$ cat src/rtl/arm_dp_sequencer_pkg.sv
// arm_seq_pkg: shared encodings for the data-processing sequencer.
//   - FSM state codes (plain 3-bit constants)
//   - ARM condition-code values
//   - data-processing opcodes and the test/compare group mask (10xx)
//   - shifter type and mode encodings
package arm_seq_pkg;

    typedef logic [2:0] state_t;

    localparam state_t ST_IDLE     = 3'd0;
    localparam state_t ST_DECODE   = 3'd1;
    localparam state_t ST_READ_RS  = 3'd2;
    localparam state_t ST_READ_OPS = 3'd3;
    localparam state_t ST_SHIFT    = 3'd4;
    localparam state_t ST_EXEC     = 3'd5;
    localparam state_t ST_WRITE    = 3'd6;

    localparam logic [3:0] COND_EQ = 4'h0;
    localparam logic [3:0] COND_NE = 4'h1;
    localparam logic [3:0] COND_CS = 4'h2;
    localparam logic [3:0] COND_CC = 4'h3;
    localparam logic [3:0] COND_MI = 4'h4;
    localparam logic [3:0] COND_PL = 4'h5;
    localparam logic [3:0] COND_VS = 4'h6;
    localparam logic [3:0] COND_VC = 4'h7;
    localparam logic [3:0] COND_HI = 4'h8;
    localparam logic [3:0] COND_LS = 4'h9;
    localparam logic [3:0] COND_GE = 4'hA;
    localparam logic [3:0] COND_LT = 4'hB;
    localparam logic [3:0] COND_GT = 4'hC;
    localparam logic [3:0] COND_LE = 4'hD;
    localparam logic [3:0] COND_AL = 4'hE;
    localparam logic [3:0] COND_NV = 4'hF;

    localparam logic [3:0] OP_AND = 4'b0000;
    localparam logic [3:0] OP_EOR = 4'b0001;
    localparam logic [3:0] OP_SUB = 4'b0010;
    localparam logic [3:0] OP_RSB = 4'b0011;
    localparam logic [3:0] OP_ADD = 4'b0100;
    localparam logic [3:0] OP_TST = 4'b1000;
    localparam logic [3:0] OP_TEQ = 4'b1001;
    localparam logic [3:0] OP_CMP = 4'b1010;
    localparam logic [3:0] OP_CMN = 4'b1011;
    localparam logic [3:0] OP_ORR = 4'b1100;
    localparam logic [3:0] OP_MOV = 4'b1101;
    localparam logic [3:0] OP_BIC = 4'b1110;
    localparam logic [3:0] OP_MVN = 4'b1111;

    // TST/TEQ/CMP/CMN: opcode & mask == value
    localparam logic [3:0] OP_TEST_MASK = 4'b1100;
    localparam logic [3:0] OP_TEST_VAL  = 4'b1000;

    localparam logic [1:0] SH_LSL = 2'b00;
    localparam logic [1:0] SH_LSR = 2'b01;
    localparam logic [1:0] SH_ASR = 2'b10;
    localparam logic [1:0] SH_ROR = 2'b11;

    // shift_mode = {is_imm_rotate, type}
    localparam logic [2:0] SMODE_ROR_IMM = {1'b1, SH_ROR};

    function automatic logic is_test_op(input logic [3:0] op);
        return (op & OP_TEST_MASK) == OP_TEST_VAL;
    endfunction

    function automatic logic is_move_op(input logic [3:0] op);
        return (op == OP_MOV) || (op == OP_MVN);
    endfunction

endpackage

$ cat src/rtl/arm_cond_check.sv
// arm_cond_check: combinational ARM condition evaluation.
//   cond : instruction condition field [31:28]
//   nzcv : current CPSR flags {N,Z,C,V}
//   pass : 1 when the instruction should execute
module arm_cond_check
    import arm_seq_pkg::*;
(
    input  logic [3:0] cond,
    input  logic [3:0] nzcv,
    output logic       pass
);

    logic n, z, c, v;
    assign {n, z, c, v} = nzcv;

    always_comb begin
        pass = 1'b0;
        case (cond)
            COND_EQ: pass = z;
            COND_NE: pass = !z;
            COND_CS: pass = c;
            COND_CC: pass = !c;
            COND_MI: pass = n;
            COND_PL: pass = !n;
            COND_VS: pass = v;
            COND_VC: pass = !v;
            COND_HI: pass = c && !z;
            COND_LS: pass = !c || z;
            COND_GE: pass = (n == v);
            COND_LT: pass = (n != v);
            COND_GT: pass = !z && (n == v);
            COND_LE: pass = z || (n != v);
            COND_AL: pass = 1'b1;
            default: pass = 1'b0;
        endcase
    end

endmodule

$ cat src/rtl/arm_dp_sequencer.sv
// arm_dp_sequencer: multi-cycle sequencer for ARM data-processing
// instructions. Accepts one instruction per handshake, checks its
// condition, then walks the register bank, shifter and ALU through
// read, shift, execute and write-back.
//   instr_valid/instr/instr_ready : instruction handshake
//   flags                         : current CPSR NZCV
//   rd_addr*/rd_data*             : register bank read ports
//   shift_*                       : barrel shifter drive / result
//   alu_*                         : ALU operands, opcode, enable, result
//   wr_*                          : register write-back
//   cpsr_w/cpsr_nzcv              : flag write-back
//   retired/undef                 : completion pulses
//
// state       | meaning
// ------------+---------------------------------------------------
// IDLE        | ready for a new instruction
// DECODE      | group / condition check, pick read path
// READ_RS     | read Rs for a register-specified shift amount
// READ_OPS    | read Rn/Rm, build shifter inputs
// SHIFT       | capture shifter output as ALU operand B
// EXEC        | hold alu_active for ALU_LAT cycles
// WRITE       | register and/or flag write-back, retire
module arm_dp_sequencer
    import arm_seq_pkg::*;
#(
    parameter int DATA_W  = 32,
    parameter int REG_AW  = 4,
    parameter int ALU_LAT = 2
) (
    input  logic              clk,
    input  logic              rst,
    input  logic              instr_valid,
    input  logic [31:0]       instr,
    output logic              instr_ready,
    input  logic [3:0]        flags,
    output logic [REG_AW-1:0] rd_addr1,
    output logic [REG_AW-1:0] rd_addr2,
    input  logic [DATA_W-1:0] rd_data1,
    input  logic [DATA_W-1:0] rd_data2,
    output logic [DATA_W-1:0] shift_value,
    output logic [2:0]        shift_mode,
    output logic [4:0]        shift_count,
    input  logic [DATA_W-1:0] shift_result,
    output logic [DATA_W-1:0] alu_a,
    output logic [DATA_W-1:0] alu_b,
    output logic [3:0]        alu_op,
    output logic              alu_active,
    input  logic [DATA_W-1:0] alu_result,
    input  logic [3:0]        alu_nzcv,
    output logic              wr_en,
    output logic [REG_AW-1:0] wr_addr,
    output logic [DATA_W-1:0] wr_data,
    output logic              cpsr_w,
    output logic [3:0]        cpsr_nzcv,
    output logic              retired,
    output logic              undef
);

    localparam int CNT_W = $clog2(ALU_LAT + 1);
    localparam logic [CNT_W-1:0] CNT_LOAD = CNT_W'(ALU_LAT);
    localparam logic [CNT_W-1:0] CNT_LAST = CNT_W'(1);

    state_t            state;
    logic [31:0]       ir;
    logic [7:0]        shamt;
    logic [DATA_W-1:0] rn_q;
    logic [DATA_W-1:0] res_q;
    logic [3:0]        nzcv_q;
    logic [CNT_W-1:0]  exec_cnt;
    logic              ready_q;
    logic              cond_pass;

    logic [REG_AW-1:0] rn, rd, rs, rm;
    assign rn = REG_AW'(ir[19:16]);
    assign rd = REG_AW'(ir[15:12]);
    assign rs = REG_AW'(ir[11:8]);
    assign rm = REG_AW'(ir[3:0]);

    // ready only comes up on the first clock after reset release
    assign instr_ready = ready_q && (state == ST_IDLE);

    arm_cond_check u_cond (
        .cond (ir[31:28]),
        .nzcv (flags),
        .pass (cond_pass)
    );

    logic              amt_big;
    logic [DATA_W-1:0] sh_val_n;
    logic [2:0]        sh_mode_n;
    logic [4:0]        sh_cnt_n;

    assign amt_big = (32'(shamt) >= 32'(DATA_W));

    always_comb begin
        sh_val_n  = rd_data2;
        sh_mode_n = {1'b0, ir[6:5]};
        sh_cnt_n  = ir[11:7];
        if (ir[25]) begin
            sh_val_n  = DATA_W'(ir[7:0]);
            sh_mode_n = SMODE_ROR_IMM;
            sh_cnt_n  = {ir[11:8], 1'b0};
        end else if (ir[4]) begin
            sh_cnt_n = shamt[4:0];
            // oversized register amounts saturate; ROR just wraps
            if (amt_big) begin
                case (ir[6:5])
                    SH_LSL, SH_LSR: begin
                        sh_val_n = '0;
                        sh_cnt_n = '0;
                    end
                    SH_ASR:  sh_cnt_n = 5'(DATA_W - 1);
                    default: sh_cnt_n = shamt[4:0];
                endcase
            end
        end
    end

    always_ff @(posedge clk or posedge rst) begin
        if (rst) begin
            state       <= ST_IDLE;
            ir          <= '0;
            shamt       <= '0;
            rn_q        <= '0;
            res_q       <= '0;
            nzcv_q      <= '0;
            exec_cnt    <= '0;
            ready_q     <= 1'b0;
            rd_addr1    <= '0;
            rd_addr2    <= '0;
            shift_value <= '0;
            shift_mode  <= '0;
            shift_count <= '0;
            alu_a       <= '0;
            alu_b       <= '0;
            alu_op      <= '0;
            alu_active  <= 1'b0;
            wr_en       <= 1'b0;
            wr_addr     <= '0;
            wr_data     <= '0;
            cpsr_w      <= 1'b0;
            cpsr_nzcv   <= '0;
            retired     <= 1'b0;
            undef       <= 1'b0;
        end else begin
            ready_q <= 1'b1;
            wr_en   <= 1'b0;
            cpsr_w  <= 1'b0;
            retired <= 1'b0;
            undef   <= 1'b0;
            case (state)
                ST_IDLE: begin
                    if (instr_valid && instr_ready) begin
                        ir    <= instr;
                        state <= ST_DECODE;
                    end
                end
                ST_DECODE: begin
                    if (ir[27:26] != 2'b00) begin
                        undef   <= 1'b1;
                        retired <= 1'b1;
                        state   <= ST_IDLE;
                    end else if (!cond_pass) begin
                        retired <= 1'b1;
                        state   <= ST_IDLE;
                    end else if (!ir[25] && ir[4]) begin
                        rd_addr1 <= rs;
                        state    <= ST_READ_RS;
                    end else begin
                        rd_addr1 <= rn;
                        rd_addr2 <= rm;
                        state    <= ST_READ_OPS;
                    end
                end
                ST_READ_RS: begin
                    shamt    <= rd_data1[7:0];
                    rd_addr1 <= rn;
                    rd_addr2 <= rm;
                    state    <= ST_READ_OPS;
                end
                ST_READ_OPS: begin
                    rn_q        <= rd_data1;
                    shift_value <= sh_val_n;
                    shift_mode  <= sh_mode_n;
                    shift_count <= sh_cnt_n;
                    state       <= ST_SHIFT;
                end
                ST_SHIFT: begin
                    alu_b      <= shift_result;
                    alu_a      <= is_move_op(ir[24:21]) ? '0 : rn_q;
                    alu_op     <= ir[24:21];
                    alu_active <= 1'b1;
                    exec_cnt   <= CNT_LOAD;
                    state      <= ST_EXEC;
                end
                ST_EXEC: begin
                    if (exec_cnt == CNT_LAST) begin
                        res_q      <= alu_result;
                        nzcv_q     <= alu_nzcv;
                        alu_active <= 1'b0;
                        state      <= ST_WRITE;
                    end else begin
                        exec_cnt <= exec_cnt - CNT_LAST;
                    end
                end
                ST_WRITE: begin
                    if (!is_test_op(ir[24:21])) begin
                        wr_en   <= 1'b1;
                        wr_addr <= rd;
                        wr_data <= res_q;
                    end
                    if (ir[20] || is_test_op(ir[24:21])) begin
                        cpsr_w    <= 1'b1;
                        cpsr_nzcv <= nzcv_q;
                    end
                    retired <= 1'b1;
                    state   <= ST_IDLE;
                end
                default: state <= ST_IDLE;
            endcase
        end
    end

endmodule

$ cat config.mk
export PLATFORM = sky130hd
export DESIGN_NAME = arm_dp_sequencer
export DESIGN_NICKNAME = d
export VERILOG_FILES = /design/src/rtl/arm_dp_sequencer_pkg.sv /design/src/rtl/arm_cond_check.sv /design/src/rtl/arm_dp_sequencer.sv
export SDC_FILE = /design/constraint.sdc
export NUM_CORES = 1
export LEC_CHECK = 0
export ABC_AREA = 1
export BUFFER_PORTS_ARGS = -buffer_cell sky130_fd_sc_hd__buf_4
export CORE_ASPECT_RATIO = 1.5
export CORE_UTILIZATION = 50
export CTS_BUF_LIST = sky130_fd_sc_hd__clkbuf_8
export DETAILED_ROUTE_END_ITERATION = 10
export PLACE_DENSITY_LB_ADDON = 0.1
export SLEW_MARGIN = 10
export SYNTH_ARGS = -nofsm -noshare
export SYNTH_HDL_FRONTEND = slang
export SYNTH_HIERARCHICAL = 1
export SYNTH_SLANG_ARGS = --single-unit
$ cat constraint.sdc
create_clock -name clk -period 30.6 [get_ports clk]
set_input_delay 9.18 -clock clk [delete_from_list [all_inputs] [get_ports clk]]
set_output_delay 9.18 -clock clk [all_outputs]
set_load 0.05 [all_outputs]
# After elaboration in Yosys (flattened, before gate mapping)

Index checks and enable logic that the tools add are counted.

$add $sub $neg: 1
$lt $le $gt $ge: 1
Equal/unequal tests: 34
Multiplexer cells: 38
Bitwise logic cells: 1
Reductions and logical operators: 30

Operator list:

| kind                                                              | count |
|---|---|
| two-way mux 32 bit                                                | 5 |
| == test 4 bit, second input constant                              | 9 |
| two-way mux 4 bit                                                 | 6 |
| one-hot mux 3 bit (6 select lines)                                | 1 |
| == test 4 x 3 -> 1 bit, second input constant                     | 4 |
| one-hot mux 4 bit (2 select lines)                                | 2 |
| two-way mux 5 bit                                                 | 3 |
| one-hot mux 1 bit (15 select lines)                               | 1 |
| AND reduction 2 bit                                               | 7 |
| two-way mux 1 bit                                                 | 10 |
| != test 2 bit, second input constant                              | 5 |
| one-hot mux 5 bit (2 select lines)                                | 1 |
| == test 3 bit, second input constant                              | 3 |
| two-way mux 3 bit                                                 | 3 |
| == test 4 x 2 -> 1 bit, second input constant                     | 2 |
| greater-or-equal comparator 8 x 6 -> 1 bit, second input constant | 1 |
| == test 3 x 2 -> 1 bit, second input constant                     | 2 |
| two-way mux 2 bit                                                 | 3 |
| nonzero test 2 bit                                                | 3 |
| logical AND 1 bit                                                 | 5 |
| zero test 1 bit                                                   | 5 |
| == test 2 x 1 -> 1 bit, second input constant                     | 2 |
| == test 2 bit, second input constant                              | 2 |
| == test 4 x 1 -> 1 bit, second input constant                     | 1 |
| other kinds (15)                                                  | 19 |

Register bits: 275
Bits of input ports: 171
Output and inout port bits: 162
Logic and storage cells: 129

# Depth between registers and ports, before layout

Depth in word-level cells: 6
Gate-level depth with buffers: 14
Mapped depth without buffers: 14

# By module

The synthesis kept the hierarchy.

Modules (own cells, without submodules):

| module           | times used | cells an instance | area an instance (um^2) | sequential area each (um^2) |
|---|---|---|---|---|
| arm_dp_sequencer | 1          | 1102              | 10792.9                 | 6881.6 |
| arm_cond_check   | 1          | 55                | 229.0                   | 0.0 |

# Least setup slack after synthesis

Ideal clock, no wire load.

Path type: input-to-reg
Start point: in flags[3]
End point: reg rd_addr2[0]
Library setup time: 0.119 ns
Arrival time: 10.261 ns
Required time: 30.481 ns
Path slack: 20.220 ns
Stages: 13
Buffers on the path: 0
Path through: inv_1 nand2_1 nand3_1 nand2_1 nand2_1 nand2_1 nor2_1 nand2_1 nand3_1 o21ai_2 nand2_1 nand2_1 nand2_1

Longest elaborated chain between the ends: 5
Elaborated cells between the ends (all ways): 8
Classes of those cells: eq/ne (3); mux (1); reduce/logical (4)

RTL lines:

| what                                                  | RTL line                                   | text |
|---|---|---|
| from (decl)                                           | arm_dp_sequencer.sv:35                     | `input logic [3:0] flags,` |
| != test 1 bit or == test 1 bit (tied branches)        | n/a                                        |  |
| logical OR 1 bit or logical AND 1 bit (tied branches) | arm_cond_check.sv:32, arm_cond_check.sv:31 |  |
| one-hot mux 1 bit (15 select lines) (*)               | arm_cond_check.sv:18                       | `case (cond)` |
| named net cond_pass                                   | arm_dp_sequencer.sv:71                     | `logic cond_pass;` |
| != test 2 bit (no source line) (*)                    | n/a                                        |  |
| AND reduction 4 bit (no source line) (*)              | n/a                                        |  |
| to (signal assigned)                                  | arm_dp_sequencer.sv:171                    | `rd_addr2 <= rm;` |
| to (signal assigned)                                  | arm_dp_sequencer.sv:178                    | `rd_addr2 <= rm;` |
| to (decl)                                             | arm_dp_sequencer.sv:37                     | `output logic [REG_AW-1:0] rd_addr2,` |

The timed path passes the listed nets; every way through them passes the cells marked *.
A chain may end at the register's enable or synchronous reset.

==> flow_summary_export.csv <==
group,metric,value,unit
outcome,run_status,"completed",
synth,synthCells,1157,
worst_setup_path,worst_path_max_delay_cell,"sky130_fd_sc_hd__buf_4",
worst_setup_path,max_stage_delay,0.92,ns
global_route,grt_max_degree,136,
cells_and_area,design.final.nets,1658,
drt,routedWlPerCell,14.8,um
timing,final.period_utilization,36.5,%
clock_tree,maximum_clock_path_buffer_count,3,
placement,gp_congestion,0.790,
timing,drv_slew,0,
worst_setup_path,crit_required,31.17,ns
pwr,share_seq_of_total_power,35.3,%
worst_setup_path,critPathKind,"in2async",
floorplanning,core_region_area,21600,sq um
cells_and_area,syn_to_final_growth,30.6,%
drt,detail_route.vias_per_cell,4.95,
pwr,p_clk_share,15.5,%
global_route,number_of_global_route_vias_before_repair,8637,
timing,final-hold-violation-count,0,
clock_tree,clock_latency,0.52,ns
synth,synth-seq-cells,275,
cells_and_area,final_layout_size_suffix_gt1_share,30.6,%
drt,post_drt_antenna_nets,0,
drt,route.vias.total,8824,
floorplanning,die_w,123,um
pwr,power.share.combinational,49.3,%
worst_setup_path,cp-start-kind,"input port",
worst_hold_path,worstHoldPathCells,2,
pwr,peakVddDrop,0.0826,mV
pwr,total_power,0.00176,W
synth,post_synth_main_area_contributors,"sky130_fd_sc_hd__dfrtp_1 (62%), sky130_fd_sc_hd__nand2_1 (14%), sky130_fd_sc_hd__o21ai_0 (4.9%)",
synth,syn-mean-instance-area,9.53,sq um
cells_and_area,footprint_of_the_multi_input_gates,3470,sq um
timing,grt_setup_unrepaired,"false",
clock_tree,post_cts.resized_instances,0,
worst_setup_path,cp_common_cell,"sky130_fd_sc_hd__buf_4",
timing,worst_slew_pin_slew,1.06,ns
synth,post-synth-top-count-cell,"sky130_fd_sc_hd__nand2_1",
clock_tree,cts_root_buffer,"sky130_fd_sc_hd__clkbuf_8",
clock_tree,clkSinkCount,275,
clock_tree,hold_buffers,0,
worst_setup_path,cp.buffers_inverters,4,
synth,synth-main-ff-cell,"sky130_fd_sc_hd__dfrtp_1",
drt,remaining_drc_errors,0,
synth,ys_top_cells_by_count,"sky130_fd_sc_hd__nand2_1 (419), sky130_fd_sc_hd__dfrtp_1 (275), sky130_fd_sc_hd__o21ai_0 (109)",
placement,port_buffers,332,
timing,finalCriticalPeriod,11.16,ns
pwr,internal_power,0.000936,W
synth,synth_enable_flop_cells,0,
clock_tree,cts.htree.levels,2,
synth,synth.yosys.seq_area_share,62.4,%
drt,routed_wirelength,26400,um
placement,hpwlAfterDp,18000,um
timing,max_freq,0.0896,GHz
clock_tree,post-cts-setup-buffers,0,
synth,synth_top_cell_by_area,"sky130_fd_sc_hd__dfrtp_1",
pwr,power_switching_share,47.0,%
drt,drtPass1Iterations,5,
timing,tns,0,ns
drt,drt_iter0_markers,483,
synth,ffs_w_async_s_r_synth,100,%
synth,synth.top_cell.area_share,62.4,%
clock_tree,worst_setup_hold_path_clk_slew,0.06,ns
worst_setup_path,worstPathCellList,"buf_4, inv_8, buf_4, buf_4",
pwr,power_density,123,nW/um^2
cells_and_area,antenna_cells,0,
synth,synth.lib_cells_used.distinct,30,
global_route,grt.overflow.total,0,
worst_setup_path,critPathArrivalTime,11.74,ns
floorplanning,start_util,50.9,%
global_route,number_of_antenna_violations_at_the_first_check_in_global_routing,0,
timing,slew_hr,29.1,%
worst_setup_path,critPathTopFamily,"buffers and inverters",
global_route,grt_pass1_wl,42400,um
synth,synthesis.nets,1329,
floorplanning,placement_rows,66,
worst_setup_path,largest_fanout_of_any_net_on_the_critical_path,135,
timing,setup-violations-final,0,
floorplanning,die_area,22700,sq um
global_route,grt_util_all_layers,23.6,%
synth,synth_area,11000,sq um
pwr,switchingPower,0.000828,W
worst_setup_path,critical_path_depth,4,
flow_run,max_cap_violations,0,
worst_hold_path,worstHoldPathType,"reg2reg",
clock_tree,tritoncts_buffer_count,41,
clock_tree,tritoncts_clock_tree,"yes",
worst_setup_path,rr_worst_depth,8,
worst_setup_path,crit_path_end_kind,"asynchronous set/reset pin",
cells_and_area,fillers,1814,
pwr,static-leakage-power,7.59,nW
floorplanning,dieHeight,184,um
synth,yosys_warnings,6,
floorplanning,ioPinCount,333,
timing,fin_skew,0.0129,ns
cells_and_area,ff_latch_area,6880,sq um
cells by family (layout without fill, tap and decap cells):
kind of cell	Yosys count	in the layout	share of synthesized area [%]
other	1	1	0.0340
AND/OR/NAND/NOR	511	511	18.5
multiplexers	32	32	3.27
adder cells (fa/ha/maj)	1	1	0.114
buffers and inverters	162	516	6.31
AO/OA/AOI/OAI	175	175	9.35
flip-flops	275	275	62.4
state kept, by name, indices dropped and copies added (netlist names), 2 cells and up:
signal,cells
shift_count,5
rd_addr1,4
res_q,32
shift_mode,3
cpsr_nzcv,4
nzcv_q,4
shift_value,32
rd_addr2,4
exec_cnt,2
alu_b,32
wr_data,32
rn_q,32
ir,32
state,3
wr_addr,4
alu_op,4
alu_a,32
shamt,8
per-stage QoR:
stage	hold slack [ns]	utilization [%]	instances	area, sq um	worst slack (ns)
after floorplan	0.442	-	1157	11000	13.84
after CTS	0.470	66.5	1783	14400	19.34
after detailed placement	0.455	63.1	1715	13700	18.78
final	0.471	66.5	1783	14400	19.44
after global placement	0.449	63.1	1715	13700	18.79
after global routing	0.498	66.5	1783	14400	19.00
worst reg2reg max path, cell delays in order (launching register included):
cell	delay [ns]
sky130_fd_sc_hd__dfrtp_1	0.54
sky130_fd_sc_hd__inv_2	0.24
sky130_fd_sc_hd__nand3_2	0.07
sky130_fd_sc_hd__buf_4	0.30
sky130_fd_sc_hd__inv_2	0.68
sky130_fd_sc_hd__nand2_1	0.42
sky130_fd_sc_hd__o21ai_0	0.27
sky130_fd_sc_hd__nand2_1	0.07
sky130_fd_sc_hd__nand2_1	0.06
placed cells by master, fill, tap and decap left out, types with 3 or more instances in the layout:
cell type                  instances
sky130_fd_sc_hd__mux2_2           32
sky130_fd_sc_hd__inv_2             5
sky130_fd_sc_hd__nand2_1         419
sky130_fd_sc_hd__clkinv_2          8
sky130_fd_sc_hd__nand2_4           3
sky130_fd_sc_hd__inv_1           112
sky130_fd_sc_hd__o31ai_1          24
sky130_fd_sc_hd__nor2_1           21
sky130_fd_sc_hd__o21ai_2          19
sky130_fd_sc_hd__a21oi_1          10
sky130_fd_sc_hd__nand3_1          58
sky130_fd_sc_hd__o21ai_1           3
sky130_fd_sc_hd__clkbuf_8         47
sky130_fd_sc_hd__o21ai_0         109
sky130_fd_sc_hd__o211ai_1          7
sky130_fd_sc_hd__dfrtp_1         275
sky130_fd_sc_hd__nor2_4            3
sky130_fd_sc_hd__buf_4           341
power groups by stage:
| stage | clock network [W] | registers (W) | logic, W |
|---|---|---|---|
| 6_report | 0.000273 | 0.000622 | 0.000869 |
| 5_1_grt | 0.000298 | 0.000643 | 0.000934 |
| 4_1_cts | 0.000281 | 0.000623 | 0.000877 |
| 3_5_place_dp | 0 | 0.000626 | 0.000876 |
| 3_3_place_gp | 0 | 0.000622 | 0.000862 |
| 2_1_floorplan | 0 | 0.000958 | 0.000274 |
routing by layer:
| layer | global-route usage (%) | part of all wire [%] | routed length [um] | vias up |
|---|---|---|---|---|
| met5 | 0 | 0 | 0 | - |
| met2 | 39.5 | 50 | 13200 | 285 |
| li1 | - | - | - | 4322 |
| met3 | 6.14 | 7.2 | 1900 | 56 |
| met1 | 29.5 | 40 | 10500 | 4161 |
| met4 | 7.95 | 2.7 | 710 | 0 |
final timing paths:
| check | start | end | slack, ns |
|---|---|---|---|
| worst max-delay path | rst | shift_value[18]$_DFFE_PP0P_ | 19.44 |
| worst min-delay path | res_q[13]$_DFFE_PP0P_ | res_q[13]$_DFFE_PP0P_ | 0.47 |
| worst max register to register | state[2]$_DFFE_PP0P_ | shift_value[6]$_DFFE_PP0P_ | 27.87 |
| worst min register to register | res_q[13]$_DFFE_PP0P_ | res_q[13]$_DFFE_PP0P_ | 0.47 |
| max in group clk | state[1]$_DFFE_PP0P_ | instr_ready | 19.67 |
| min in group asynchronous | rst | alu_b[17]$_DFFE_PP0P_ | 8.85 |
area by class of cell:
cell class / count / area share [%]
Multi-Input combinational cell: 720 / 24.1
Sequential cell: 275 / 47.8
Timing Repair Buffer: 341 / 17.8
Clock inverter: 21 / 0.617
Inverter: 107 / 2.84
Tap cell: 272 / 2.36
Clock buffer: 47 / 4.49
Note: power is estimated with default switching activity, not from simulation.
